## src/rtl/uart_rx_engine_if.sv

```systemverilog
// uart_rx_engine_if: register-block side bundle of the UART receive engine.
// The register block holds the master modport and the engine holds the slave modport.
// When UART_RX_PARITY_EN is defined, the bundle also carries the parity-select input
// and the parity-error pulse.
interface uart_rx_engine_if #(
    parameter int DIV_W = 32
);
    logic             en_i;
    logic [DIV_W-1:0] baud_div_i;
    logic [7:0]       rx_data_o;
    logic             rx_over_o;
    logic             frame_err_o;
    logic             busy_o;
`ifdef UART_RX_PARITY_EN
    logic             parity_odd_i;
    logic             parity_err_o;

    modport master (
        output en_i, baud_div_i, parity_odd_i,
        input  rx_data_o, rx_over_o, frame_err_o, busy_o, parity_err_o
    );
    modport slave (
        input  en_i, baud_div_i, parity_odd_i,
        output rx_data_o, rx_over_o, frame_err_o, busy_o, parity_err_o
    );
`else
    modport master (
        output en_i, baud_div_i,
        input  rx_data_o, rx_over_o, frame_err_o, busy_o
    );
    modport slave (
        input  en_i, baud_div_i,
        output rx_data_o, rx_over_o, frame_err_o, busy_o
    );
`endif
endinterface

```

## src/rtl/uart_rx_engine.sv

```systemverilog
// uart_rx_engine: oversampling-free UART receiver (8N1, LSB first, idle-high line).
// Each bit lasts a programmable number of clocks. The start bit is confirmed at mid-bit.
// Each later bit is sampled one bit period after the previous sample.
// Optional feature macro: UART_RX_PARITY_EN inserts a parity bit between data and stop.
module uart_rx_engine #(
    parameter int DIV_W   = 32,
    parameter int MIN_DIV = 4
) (
    input  logic            clk_i,
    input  logic            rst_i,
    input  logic            uart_rx,
    uart_rx_engine_if.slave bus
);

    localparam logic [DIV_W-1:0] DIV_ONE = {{(DIV_W-1){1'b0}}, 1'b1};
    localparam logic [DIV_W-1:0] DIV_MIN = DIV_W'(MIN_DIV);

    typedef enum logic [2:0] {
        ST_IDLE   = 3'd0,
        ST_START  = 3'd1,
        ST_DATA   = 3'd2,
        ST_PARITY = 3'd3,
        ST_STOP   = 3'd4
    } state_t;

    // Even-parity bit of a data byte; odd parity is this value inverted.
    function automatic logic calc_parity(input logic [7:0] data);
        return ^data;
    endfunction

    state_t           state_q;
    logic [DIV_W-1:0] div_q;
    logic [DIV_W-1:0] div_d;
    logic [DIV_W-1:0] cnt_q;
    logic [2:0]       idx_q;
    logic [7:0]       shift_q;
    logic [7:0]       rx_data_q;
    logic             rx_over_q;
    logic             frame_err_q;
    logic             busy_q;
    logic             sync1_q;
    logic             sync2_q;
    logic             prev_q;
    logic             fall_s;
`ifdef UART_RX_PARITY_EN
    logic             par_odd_q;
    logic             par_bad_q;
    logic             parity_err_q;
`endif

    // Clamp the programmed divisor so that the mid-bit point is at least one clock in.
    always_comb begin
        div_d = (bus.baud_div_i < DIV_MIN) ? DIV_MIN : bus.baud_div_i;
    end

    assign fall_s = prev_q & ~sync2_q;

    // Two-flop synchronizer on the pad plus a history flop for falling-edge detection.
    always_ff @(posedge clk_i) begin
        if (rst_i) begin
            sync1_q <= 1'b1;
            sync2_q <= 1'b1;
            prev_q  <= 1'b1;
        end else begin
            sync1_q <= uart_rx;
            sync2_q <= sync1_q;
            prev_q  <= sync2_q;
        end
    end

    // Receive FSM: bit timing, shifting, and the registered status pulses.
    always_ff @(posedge clk_i) begin
        if (rst_i) begin
            state_q      <= ST_IDLE;
            div_q        <= DIV_MIN;
            cnt_q        <= {DIV_W{1'b0}};
            idx_q        <= 3'd0;
            shift_q      <= 8'h00;
            rx_data_q    <= 8'h00;
            rx_over_q    <= 1'b0;
            frame_err_q  <= 1'b0;
            busy_q       <= 1'b0;
`ifdef UART_RX_PARITY_EN
            par_odd_q    <= 1'b0;
            par_bad_q    <= 1'b0;
            parity_err_q <= 1'b0;
`endif
        end else begin
            rx_over_q   <= 1'b0;
            frame_err_q <= 1'b0;
`ifdef UART_RX_PARITY_EN
            parity_err_q <= 1'b0;
`endif
            if ((state_q != ST_IDLE) && !bus.en_i) begin
                // Disabling the receiver drops the frame silently.
                state_q <= ST_IDLE;
                cnt_q   <= {DIV_W{1'b0}};
                busy_q  <= 1'b0;
            end else begin
                case (state_q)
                    ST_IDLE: begin
                        cnt_q <= {DIV_W{1'b0}};
                        if (bus.en_i && fall_s) begin
                            state_q <= ST_START;
                            div_q   <= div_d;
                            busy_q  <= 1'b1;
`ifdef UART_RX_PARITY_EN
                            par_odd_q <= bus.parity_odd_i;
`endif
                        end
                    end
                    ST_START: begin
                        if (cnt_q == ((div_q >> 1) - DIV_ONE)) begin
                            cnt_q <= {DIV_W{1'b0}};
                            idx_q <= 3'd0;
                            if (sync2_q) begin
                                // Line is high again at mid-bit: treat as noise.
                                state_q <= ST_IDLE;
                                busy_q  <= 1'b0;
                            end else begin
                                state_q <= ST_DATA;
                            end
                        end else begin
                            cnt_q <= cnt_q + DIV_ONE;
                        end
                    end
                    ST_DATA: begin
                        if (cnt_q == (div_q - DIV_ONE)) begin
                            cnt_q          <= {DIV_W{1'b0}};
                            shift_q[idx_q] <= sync2_q;
                            if (idx_q == 3'd7) begin
`ifdef UART_RX_PARITY_EN
                                state_q <= ST_PARITY;
`else
                                state_q <= ST_STOP;
`endif
                            end else begin
                                idx_q <= idx_q + 3'd1;
                            end
                        end else begin
                            cnt_q <= cnt_q + DIV_ONE;
                        end
                    end
`ifdef UART_RX_PARITY_EN
                    ST_PARITY: begin
                        if (cnt_q == (div_q - DIV_ONE)) begin
                            cnt_q     <= {DIV_W{1'b0}};
                            par_bad_q <= sync2_q ^ calc_parity(shift_q) ^ par_odd_q;
                            state_q   <= ST_STOP;
                        end else begin
                            cnt_q <= cnt_q + DIV_ONE;
                        end
                    end
`endif
                    ST_STOP: begin
                        if (cnt_q == (div_q - DIV_ONE)) begin
                            cnt_q   <= {DIV_W{1'b0}};
                            state_q <= ST_IDLE;
                            busy_q  <= 1'b0;
                            if (sync2_q) begin
                                rx_data_q <= shift_q;
                                rx_over_q <= 1'b1;
`ifdef UART_RX_PARITY_EN
                                parity_err_q <= par_bad_q;
`endif
                            end else begin
                                frame_err_q <= 1'b1;
                            end
                        end else begin
                            cnt_q <= cnt_q + DIV_ONE;
                        end
                    end
                    default: begin
                        state_q <= ST_IDLE;
                        cnt_q   <= {DIV_W{1'b0}};
                        busy_q  <= 1'b0;
                    end
                endcase
            end
        end
    end

    assign bus.rx_data_o   = rx_data_q;
    assign bus.rx_over_o   = rx_over_q;
    assign bus.frame_err_o = frame_err_q;
    assign bus.busy_o      = busy_q;
`ifdef UART_RX_PARITY_EN
    assign bus.parity_err_o = parity_err_q;
`endif

endmodule

```

## src/flat_wrapper.sv

```systemverilog
// flat-port wrapper written by rule: the top's interface ports become plain ports
module uart_rx_engine_flat 
#(
    parameter int DIV_W   = 32,
    parameter int MIN_DIV = 4
)
  (clk_i, rst_i, uart_rx, bus_en_i, bus_baud_div_i, bus_rx_data_o, bus_rx_over_o, bus_frame_err_o, bus_busy_o);
  uart_rx_engine_if #(.DIV_W(DIV_W)) bus_i ();
  input  logic clk_i;
  input  logic rst_i;
  input  logic uart_rx;
  input wire logic [$bits(bus_i.en_i)-1:0] bus_en_i;
  input wire logic [$bits(bus_i.baud_div_i)-1:0] bus_baud_div_i;
  output wire logic [$bits(bus_i.rx_data_o)-1:0] bus_rx_data_o;
  output wire logic [$bits(bus_i.rx_over_o)-1:0] bus_rx_over_o;
  output wire logic [$bits(bus_i.frame_err_o)-1:0] bus_frame_err_o;
  output wire logic [$bits(bus_i.busy_o)-1:0] bus_busy_o;
  assign bus_i.en_i = bus_en_i;
  assign bus_i.baud_div_i = bus_baud_div_i;
  assign bus_rx_data_o = bus_i.rx_data_o;
  assign bus_rx_over_o = bus_i.rx_over_o;
  assign bus_frame_err_o = bus_i.frame_err_o;
  assign bus_busy_o = bus_i.busy_o;
  uart_rx_engine #(.DIV_W(DIV_W), .MIN_DIV(MIN_DIV)) u_core (.clk_i(clk_i), .rst_i(rst_i), .uart_rx(uart_rx), .bus(bus_i));
endmodule
```

## config.mk

```make
export PLATFORM = sky130hd
export DESIGN_NAME = uart_rx_engine_flat
export DESIGN_NICKNAME = d
export VERILOG_FILES = /design/src/rtl/uart_rx_engine_if.sv /design/src/rtl/uart_rx_engine.sv /design/src/flat_wrapper.sv
export SDC_FILE = /design/constraint.sdc
export NUM_CORES = 1
export LEC_CHECK = 0
export ABC_AREA = 1
export CELL_PAD_IN_SITES_DETAIL_PLACEMENT = 1
export CELL_PAD_IN_SITES_GLOBAL_PLACEMENT = 1
export CORE_ASPECT_RATIO = 0.8
export CORE_UTILIZATION = 40
export DETAILED_ROUTE_END_ITERATION = 7
export PLACE_DENSITY = 0.82
export REMOVE_ABC_BUFFERS = 1
export SLEW_MARGIN = 0
export SYNTH_ARGS = -nofsm -noshare
export SYNTH_HDL_FRONTEND = slang
export SYNTH_SLANG_ARGS = --single-unit
export TNS_END_PERCENT = 5
```

## constraint.sdc

```tcl
create_clock -name clk_i -period 3.28 [get_ports clk_i]
set_clock_uncertainty 0.1 [all_clocks]
set_input_delay 0.656 -clock clk_i [delete_from_list [all_inputs] [get_ports clk_i]]
set_output_delay 0.656 -clock clk_i [all_outputs]
set_load 0.005 [all_outputs]
```

Yosys cells after proc, flatten, opt, wreduce, memory -nomap -nowiden

Index checks and enable logic that the tools add are counted.

Register bits: 92
Logic and storage cells: 79
Output and inout port bits: 11

Reductions and logical operators: 16
Add/sub/neg operators: 4
Order comparisons: 3
Equal/unequal tests: 13
Bitwise operators: 6
Muxes and demuxes: 25

Operator list:

| cell                                                | count |
|---|---|
| two-way mux 32 bit                                  | 3 |
| == test 32 bit                                      | 2 |
| one-hot mux 32 bit (2 select lines)                 | 1 |
| adder 32 x 1 -> 32 bit, second input constant       | 1 |
| < comparator 32 x 3 -> 1 bit, second input constant | 1 |
| subtractor 31 x 1 -> 32 bit, second input constant  | 1 |
| subtractor 32 x 1 -> 32 bit, second input constant  | 1 |
| two-way mux 3 bit                                   | 8 |
| AND reduction 5 bit                                 | 3 |
| != test 2 x 1 -> 1 bit, second input constant       | 6 |
| one-hot mux 3 bit (4 select lines)                  | 1 |
| bitwise mux 8 bit                                   | 1 |
| two-way mux 1 bit                                   | 7 |
| == test 3 bit, second input constant                | 2 |
| one-hot mux 3 bit (2 select lines)                  | 1 |
| AND reduction 3 bit                                 | 2 |
| inverter 1 bit                                      | 5 |
| < comparator 3 x 4 -> 1 bit, second input constant  | 1 |
| one-hot mux 1 bit (4 select lines)                  | 1 |
| AND reduction 4 bit                                 | 1 |
| OR reduction 2 bit                                  | 2 |
| OR reduction 4 bit                                  | 1 |
| adder 3 x 1 -> 3 bit, second input constant         | 1 |
| demux 1 bit (select 3 bit)                          | 1 |
| 11 further kinds                                    | 13 |

Longest topological paths before layout

Gate-level depths: netlist of run 1.

Depth in word-level cells: 5
Mapped depth: 21

Worst setup path before layout of run 1

OpenSTA, ideal clock, no wires.

Kind: register to register
From: register u_core.div_q[0]
To: register u_core.cnt_q[21]
Buffers on the path: 2
Arrival: 2.304 ns
Cell stages (with the launch flop): 20
Period minus slack after synthesis: 2.529 ns
Library setup time: 0.124 ns
Path slack: 0.751 ns
Cells stage by stage: dfxtp_1 inv_1 buf_2 ha_1 nand2_2 nor2_4 nand2_2 o21ai_1 nand2_1 nand2_1 nand2_1 nor2_1 nand2_1 nor2_2 nand3_2 nand2_1 nand3_2 nand2_2 buf_6 nor3_1

Word-level cells in the longest chain between the ends: 4

Ends and longest elaborated chain:

| item                                | line                                         | source |
|---|---|---|
| start, declared                     | uart_rx_engine.sv:32                         | `logic [DIV_W-1:0] div_q;` |
| start signal, assigned              | uart_rx_engine.sv:105                        | `div_q <= div_d;` |
| subtractor 32 x 1 -> 32 bit         | uart_rx_engine.sv:128, uart_rx_engine.sv:156 |  |
| == test 32 bit                      | uart_rx_engine.sv:128, uart_rx_engine.sv:156 |  |
| two-way mux 32 bit                  | uart_rx_engine.sv:128, uart_rx_engine.sv:156 |  |
| one-hot mux 32 bit (2 select lines) | uart_rx_engine.sv:100                        | `case (state_q)` |
| end signal, assigned                | uart_rx_engine.sv:102                        | `cnt_q <= {DIV_W{1'b0}};` |
| end signal, assigned                | uart_rx_engine.sv:129                        | `cnt_q <= {DIV_W{1'b0}};` |
| end signal, assigned                | uart_rx_engine.sv:157                        | `cnt_q <= {DIV_W{1'b0}};` |
| end, declared                       | uart_rx_engine.sv:34                         | `logic [DIV_W-1:0] cnt_q;` |

No other way between the ends.
A chain may end at the register's enable or synchronous reset.

Worst setup path in the final report of run 1

From: register u_core.div_q[1]
To: register u_core.cnt_q[12]

Word-level cells in the longest chain between the ends: 4
Elaborated cells on any way between the ends: 7
Classes of those cells: add/sub: 2; eq/ne: 2; mux: 3

Ends and longest elaborated chain:

| item                                                                       | line |
|---|---|
| subtractor 32 x 1 -> 32 bit or subtractor 31 x 1 -> 32 bit (tied branches) | uart_rx_engine.sv:128, uart_rx_engine.sv:156, uart_rx_engine.sv:113 |
| == test 32 bit (on tied branches)                                          | uart_rx_engine.sv:128, uart_rx_engine.sv:156, uart_rx_engine.sv:113 |
| two-way mux 32 bit (on tied branches)                                      | uart_rx_engine.sv:128, uart_rx_engine.sv:156, uart_rx_engine.sv:113 |
| one-hot mux 32 bit (2 select lines) (*)                                    | uart_rx_engine.sv:100 |

Mark *: on every way between the ends. The rest lies on a longest branch, timed or not.

==> reports/qor.txt, run 1 <==
GPL Wtd Cong - 1.018
most common cell after layout, fill and taps aside - nand2_1
area of the core - 16500 µm²
Main synth FF type - dfxtp_1
Max-slew headroom - 0.5634
worst vdd ir - 0.2410 mV
grt ovf - 0
final hold violations - 0
min Tclk post-route - 3011 ps
Worst Path Required - 3430 ps
type of the worst min-delay path - flip-flop to flip-flop
share of cells above drive strength 1 - 0.07847
critical path type - flip-flop to flip-flop
area grow syn2layout - 16.04%
TritonRoute pass-1 iters - 4
largest net degree at the start of global routing - 42
CTS Buffer Depth - 2
initial antenna violation count - 0
dominant cells by area after synthesis - dfxtp_1 (27%), nand2_1 (15%), nor2_1 (11%)
Ys Warns - 0
vias in the first global route - 7256
1st-iter DRT viols - 391
fill count - 2293
Leak - 0.003368 µW
I/O pin cnt - 47
Crit. End Element - flip-flop
final net count - 1183
CTS root buffer - clkbuf_16
pwr dens - 358.2 nW/µm²
CP Max Fanout - 31
pre-CTS setup slack - 119.8 ps
clk_lat worst skew - 360 ps
Worst Tran Pin Value - 649.0 ps
Worst-path clk slew - 70 ps
fin crit share - 0.9180
Synth area leader - dfxtp_1
detail-routed net length per standard cell - 17.78 µm
Slew Viols, Final - 0
Antenna Nets Post-Route - 0
CTS tree - yes
GRT Total Usage - 0.2904
Die Y - 118.1 µm
Setup TNS - 0 ps
#FFs+latches synth - 92
row count - 42
RSZ-0062 raised after global routing - false
# setup viols final - 0
Num CTS Buffers - 9
Worst setup SP type - flip-flop
number of diodes - 0
Seq/Total Area, Yosys - 0.2733
Synth Instances - 1091
fmax - 0.3321 GHz
Avg Inst Size Synth - 6.178 µm²
number of flops mapped to enable cells by yosys - 0
Initial Utilization - 0.4085
Critical Path AT - 3160 ps
Post-Route WL - 24310 µm
Cell Area, Synth - 6740 µm²
top cell type's share of synthesized area - 0.2733
Yosys cell types - 38
via count - 7273
die width - 147.1 µm
H-tree depth - 3
DR vias/cell - 5.320
most frequent cells in the layout - nand2_1 (267), nor2_1 (197), inv_1 (129), dfxtp_1 (92), nand3_1 (83)
status - complete, no violations
Die Area - 17380 µm²
fraction of registers with async set/reset - 0
first-pass GRT wire length - 39060 µm
setup ws final - 269.0 ps
CTS sink cnt - 92
PortBufs - 46
HPWL after DPL - 19460 µm
Max-Cap Viols - 0
DRC Markers - 0
[final cells by class]
| class | count | area [µm²] | share of cell area |
|---|---|---|---|
| well taps | 220 | 275.3 | 0.03519 |
| clock inverters | 7 | 67.56 | 0.008639 |
| clock buffers | 9 | 225.2 | 0.02880 |
| inverters | 135 | 506.7 | 0.06479 |
| multi-input cells | 838 | 4274 | 0.5465 |
| repair buffers | 66 | 630.6 | 0.08063 |
| flip-flops and latches | 92 | 1842 | 0.2355 |
[per-layer routing]
layer,GRT usage,part of all wire
met5,0,0
met4,0.08376,0.019
met3,0.04961,0.046
met2,0.4519,0.43
met1,0.4085,0.50
[worst max-delay path: stages (launching register included)]
cell	delay (ps)
dfxtp_1	320
inv_2	130
ha_2	260
inv_2	100
nor2_4	160
nand2_1	120
nor2_4	200
nand3b_1	100
nand2_1	110
nand3_1	120
inv_1	70
nand2_1	50
nor2_1	140
nand2_1	70
nor2_1	130
nand3_2	110
nand2_1	130
nand3_2	90
nand2_2	90
buf_12	200
nor2_1	60
[per-stage QoR]
stage	util	cell area, µm²	total power [µW]	hold slack, ps	instances
final	0.4740	7821	2802	325.9	1367
after floorplan	-	6618	1544	289.5	1065
after global placement	0.4541	7493	1730	290.6	1347
after detailed placement	0.4541	7493	1745	306.6	1347
after CTS	0.4719	7786	2808	323.9	1363
after global routing	0.4740	7821	2916	343.0	1367
[synthesized netlist by cell type, drive strengths merged, types with 19 or more instances]
| library cell | count |
|---|---|
| a21oi | 24 |
| nor3 | 35 |
| inv | 133 |
| nor2 | 222 |
| nand2 | 278 |
| nand3 | 87 |
| a211oi | 25 |
| xor2 | 53 |
| clkbuf | 19 |
| dfxtp | 92 |
| xnor2 | 23 |
| o21ai | 30 |
[path summary, 6_finish.rpt]
check | startpoint | to | slack, ps | cells past startpoint
worst max-delay path | u_core.div_q[1] | u_core.cnt_q[12] | 270 | 20
worst min-delay path | u_core.sync1_q | u_core.sync2_q | 330 | 1
worst max register to register | u_core.div_q[1] | u_core.cnt_q[12] | 270 | 20
worst min register to register | u_core.sync1_q | u_core.sync2_q | 330 | 1
[report_power, final]
part           internal (µW)  switching (µW)  total [µW]
Clock                    536             528        1060
Combinational            188             375         564
Sequential              1140            35.4        1170
[registers in the layout, summed over array words and instances, names as in the netlist]
signal	flops
u_core.idx_q	3
u_core.bus.frame_err_o	1
u_core.state_q	3
u_core.prev_q	1
u_core.bus.busy_o	1
u_core.bus.rx_over_o	1
u_core.sync2_q	1
u_core.bus.rx_data_o	8
u_core.shift_q	8
u_core.sync1_q	1
u_core.cnt_q	32
u_core.div_q	32
[repair_timing]
| action | in CTS | in global routing |
|---|---|---|
| setup endpoints to repair | 0 | 54 |
| setup buffers | 0 | 4 |
| resized for setup | 0 | 3 |
| hold buffers | 0 | 0 |
[logic make-up (layout without fill, tap and decap cells)]
logic type	after synthesis	in the layout	share of synthesized area
xor+xnor	78	78	0.1054
flops	92	92	0.2733
buf+inv	161	217	0.09337
fa+ha+maj	5	5	0.009282
compound gates	83	83	0.07221
simple gates	672	672	0.4464
No activity file was read; power rests on OpenSTA's default activity.
==> run 2, diff against run 1 <==
--- a/config.mk
+++ b/config.mk
@@ -17,4 +17,4 @@
 export SYNTH_ARGS = -nofsm -noshare
 export SYNTH_HDL_FRONTEND = slang
 export SYNTH_SLANG_ARGS = --single-unit
-export TNS_END_PERCENT = 5
+export TNS_END_PERCENT = 30
==> constraint.sdc (replaced) <==
create_clock -name clk_i -period 3.1 [get_ports clk_i]
set_clock_uncertainty 0.1 [all_clocks]
set_input_delay 0.62 -clock clk_i [delete_from_list [all_inputs] [get_ports clk_i]]
set_output_delay 0.62 -clock clk_i [all_outputs]
set_load 0.005 [all_outputs]
==> run 2 against run 1 <==
- die area stayed put
- final area increased by 1.4%
- sequential power increased by 6%
- largest cell class unchanged
==> reports/qor.txt, run 2 (synthesized netlist as in run 1, its figures left out) <==
type of the worst min-delay path - flip-flop to flip-flop
Placed Area - 7511 µm² (+0.23%)
Worst-path clk slew - 70 ps (about the same)
row count - 42 (unchanged)
Antenna Nets Post-Route - 0 (unchanged)
area of the core - 16500 µm² (unchanged)
crit path cell chain - nor2_2, nand2_1, nor2_1, and2_1, nand3_1, nand2_1, nand2_1, nand2_1, nand4_1, nor2_1, nand3_2, nor2_4, nand2_2, nand2_1, a21oi_1
CP max stage cell - dfxtp_1
worst vdd ir - 0.2484 mV (+3.1%)
CTS tree - yes
Die Area - 17380 µm² (unchanged)
RSZ-0062 raised after global routing - false
top flop regs - u_core.cnt_q (32), u_core.div_q (32)
CTS root buffer - clkbuf_16
status - complete, no violations
vias in the first global route - 7357 (+1.4%)
FF-to-FF Start - u_core.div_q[9]
# setup viols final - 0 (unchanged)
Clock power frac - 0.375 (-0.005)
DRC Markers - 0 (unchanged)
via count - 7285 (+0.16%)
CTS Buffer Depth - 2 (unchanged)
die width - 147.1 µm (unchanged)
min Tclk post-route - 2965 ps (-45.58 ps)
1st-iter DRT viols - 411 (+5.1%)
Slew Viols, Final - 0 (unchanged)
most common cell after layout, fill and taps aside - nand2_1
GRT Total Usage - 0.2831 (-0.007288)
cell internal pwr - 1976 µW (+6.1%)
crit path from - u_core.div_q[9]
WP buf/inv - 0 (-4)
number of diodes - 0 (unchanged)
Worst setup SP type - flip-flop
worst hold path startpoint - u_core.sync1_q
crit-path most repeated cell - nand2_1
Max-Cap Viols - 0 (unchanged)
Initial Utilization - 0.4085 (unchanged)
first-pass GRT wire length - 38050 µm (-2.6%)
H-tree depth - 3 (unchanged)
Leak - 0.003401 µW (+0.96%)
Critical Path AT - 3110 ps (-50 ps)
share of cells above drive strength 1 - 0.08854 (+0.01008)
I/O pin cnt - 47 (unchanged)
sw power - 978.7 µW (+4.2%)
GPL Wtd Cong - 0.9578 (-6.0%)
DR vias/cell - 5.310 (-0.20%)
Final Power - 2955 µW (+5.5%)
CP Max Fanout - 8 (-74%)
TritonRoute pass-1 iters - 5 (+1)
Num CTS Buffers - 9 (unchanged)
grt ovf - 0 (unchanged)
Crit. End Element - flip-flop
Worst Path Required - 3240 ps (-190 ps)
combinational share of power - 0.204 (+0.003)
critical path type - flip-flop to flip-flop
pwr dens - 372.6 nW/µm² (+4.0%)
Post-Route WL - 23870 µm (-1.8%)
final core occ - 0.4805 (+0.006521)
Flop pwr share - 0.421 (+0.002)
CTS sink cnt - 92 (unchanged)
most frequent cells in the layout - nand2_1 (266), nor2_1 (194), inv_1 (128), dfxtp_1 (92), nand3_1 (82)
fin crit share - 0.9566 (+0.03860)
largest net degree at the start of global routing - 34 (-19%)
initial antenna violation count - 0 (unchanged)
detail-routed net length per standard cell - 17.40 µm (-2.2%)
clk_lat worst skew - 360 ps (about the same)
area grow syn2layout - 17.63%
max incr delay on CP - 360 ps (+40 ps)
fmax - 0.3372 GHz (+1.5%)
Max-slew headroom - 0.5739 (+0.01051)
Worst Tran Pin Value - 633.3 ps (-15.63 ps)
final instance area - 7929 µm² (+1.4%)
final hold violations - 0 (unchanged)
final net count - 1188 (+0.42%)
CP delay by family, top - simple AND/OR/NAND/NOR gates
switching share of power - 0.3313 (-0.003853)
PortBufs - 46 (unchanged)
Die Y - 118.1 µm (unchanged)
HPWL after DPL - 19430 µm (-0.15%)
-- run 2: changes by cell type in the layout (fill, tap and decap cells not counted), sizes merged --
cell      delta
buf          +5
clkinv       -1
clkinvlp     +1
-- run 2: final cells by class --
type                    instances  area, µm²
clock inverters                 7      66.31
well taps                     220      275.3
flip-flops and latches         92       1842
fillers                      2223       8572
multi-input cells             838       4339
inverters                     135      509.2
clock buffers                   9      225.2
repair buffers                 71      671.9
-- run 2: metal layers --
layer  wire, µm  part of all wire  vias up  track usage
met2      10210              0.43      207       0.4337
li1           -                 -     3558            -
met4        469             0.020        0      0.08054
met5          0                 0        -            0
met1      11540              0.48     3481       0.4038
met3       1649             0.069       39      0.04922
-- run 2: worst paths after layout --
| check | end | slack, ps | depth (start not counted) |
|---|---|---|---|
| worst min register to register | u_core.sync2_q | 330 | 1 |
| worst max register to register | u_core.bus.rx_data_o[6] | 130 | 15 |
| worst max-delay path | u_core.bus.rx_data_o[6] | 130 | 15 |
| worst min-delay path | u_core.sync2_q | 330 | 1 |
-- run 2: timing repair --
item | 4_1_cts | 5_1_grt
pin swaps | 0 | 4
setup endpoints to repair | 39 | 54
buffers inserted | 0 | 5
hold buffers | 0 | 0
gates resized for setup | 2 | 17
gates cloned | 0 | 0
-- run 2: metrics by stage --
step / cells / TNS (ps) / setup slack, ps / hold WS [ps]
final: 1372 / 0 / 134.6 / 332.4
after global routing: 1372 / 0 / 3.107 / 351.8
after CTS: 1367 / 0 / 4.345 / 343.3
after detailed placement: 1351 / -26.40 / -6.207 / 328.0
after global placement: 1351 / 0 / 71.95 / 292.2
after floorplan: 1065 / 0 / 466.1 / 289.5
-- run 2: power groups by stage --
stage,Clock [µW],Combinational [µW],Sequential (µW)
global placement,0,561,1270
global route,1180,665,1250
finish,1110,602,1240
CTS,1140,581,1240
floorplan,0,378,1260
detailed placement,0,576,1270
==> run 3, diff against run 2 <==
--- a/config.mk
+++ b/config.mk
@@ -6,6 +6,7 @@
 export NUM_CORES = 1
 export LEC_CHECK = 0
 export ABC_AREA = 1
+export ABC_CLOCK_PERIOD_IN_PS = 3100
 export CELL_PAD_IN_SITES_DETAIL_PLACEMENT = 1
 export CELL_PAD_IN_SITES_GLOBAL_PLACEMENT = 1
 export CORE_ASPECT_RATIO = 0.8
==> results of run 3 <==
Same layout as run 2: the final DEF is identical, and so are final timing and power.
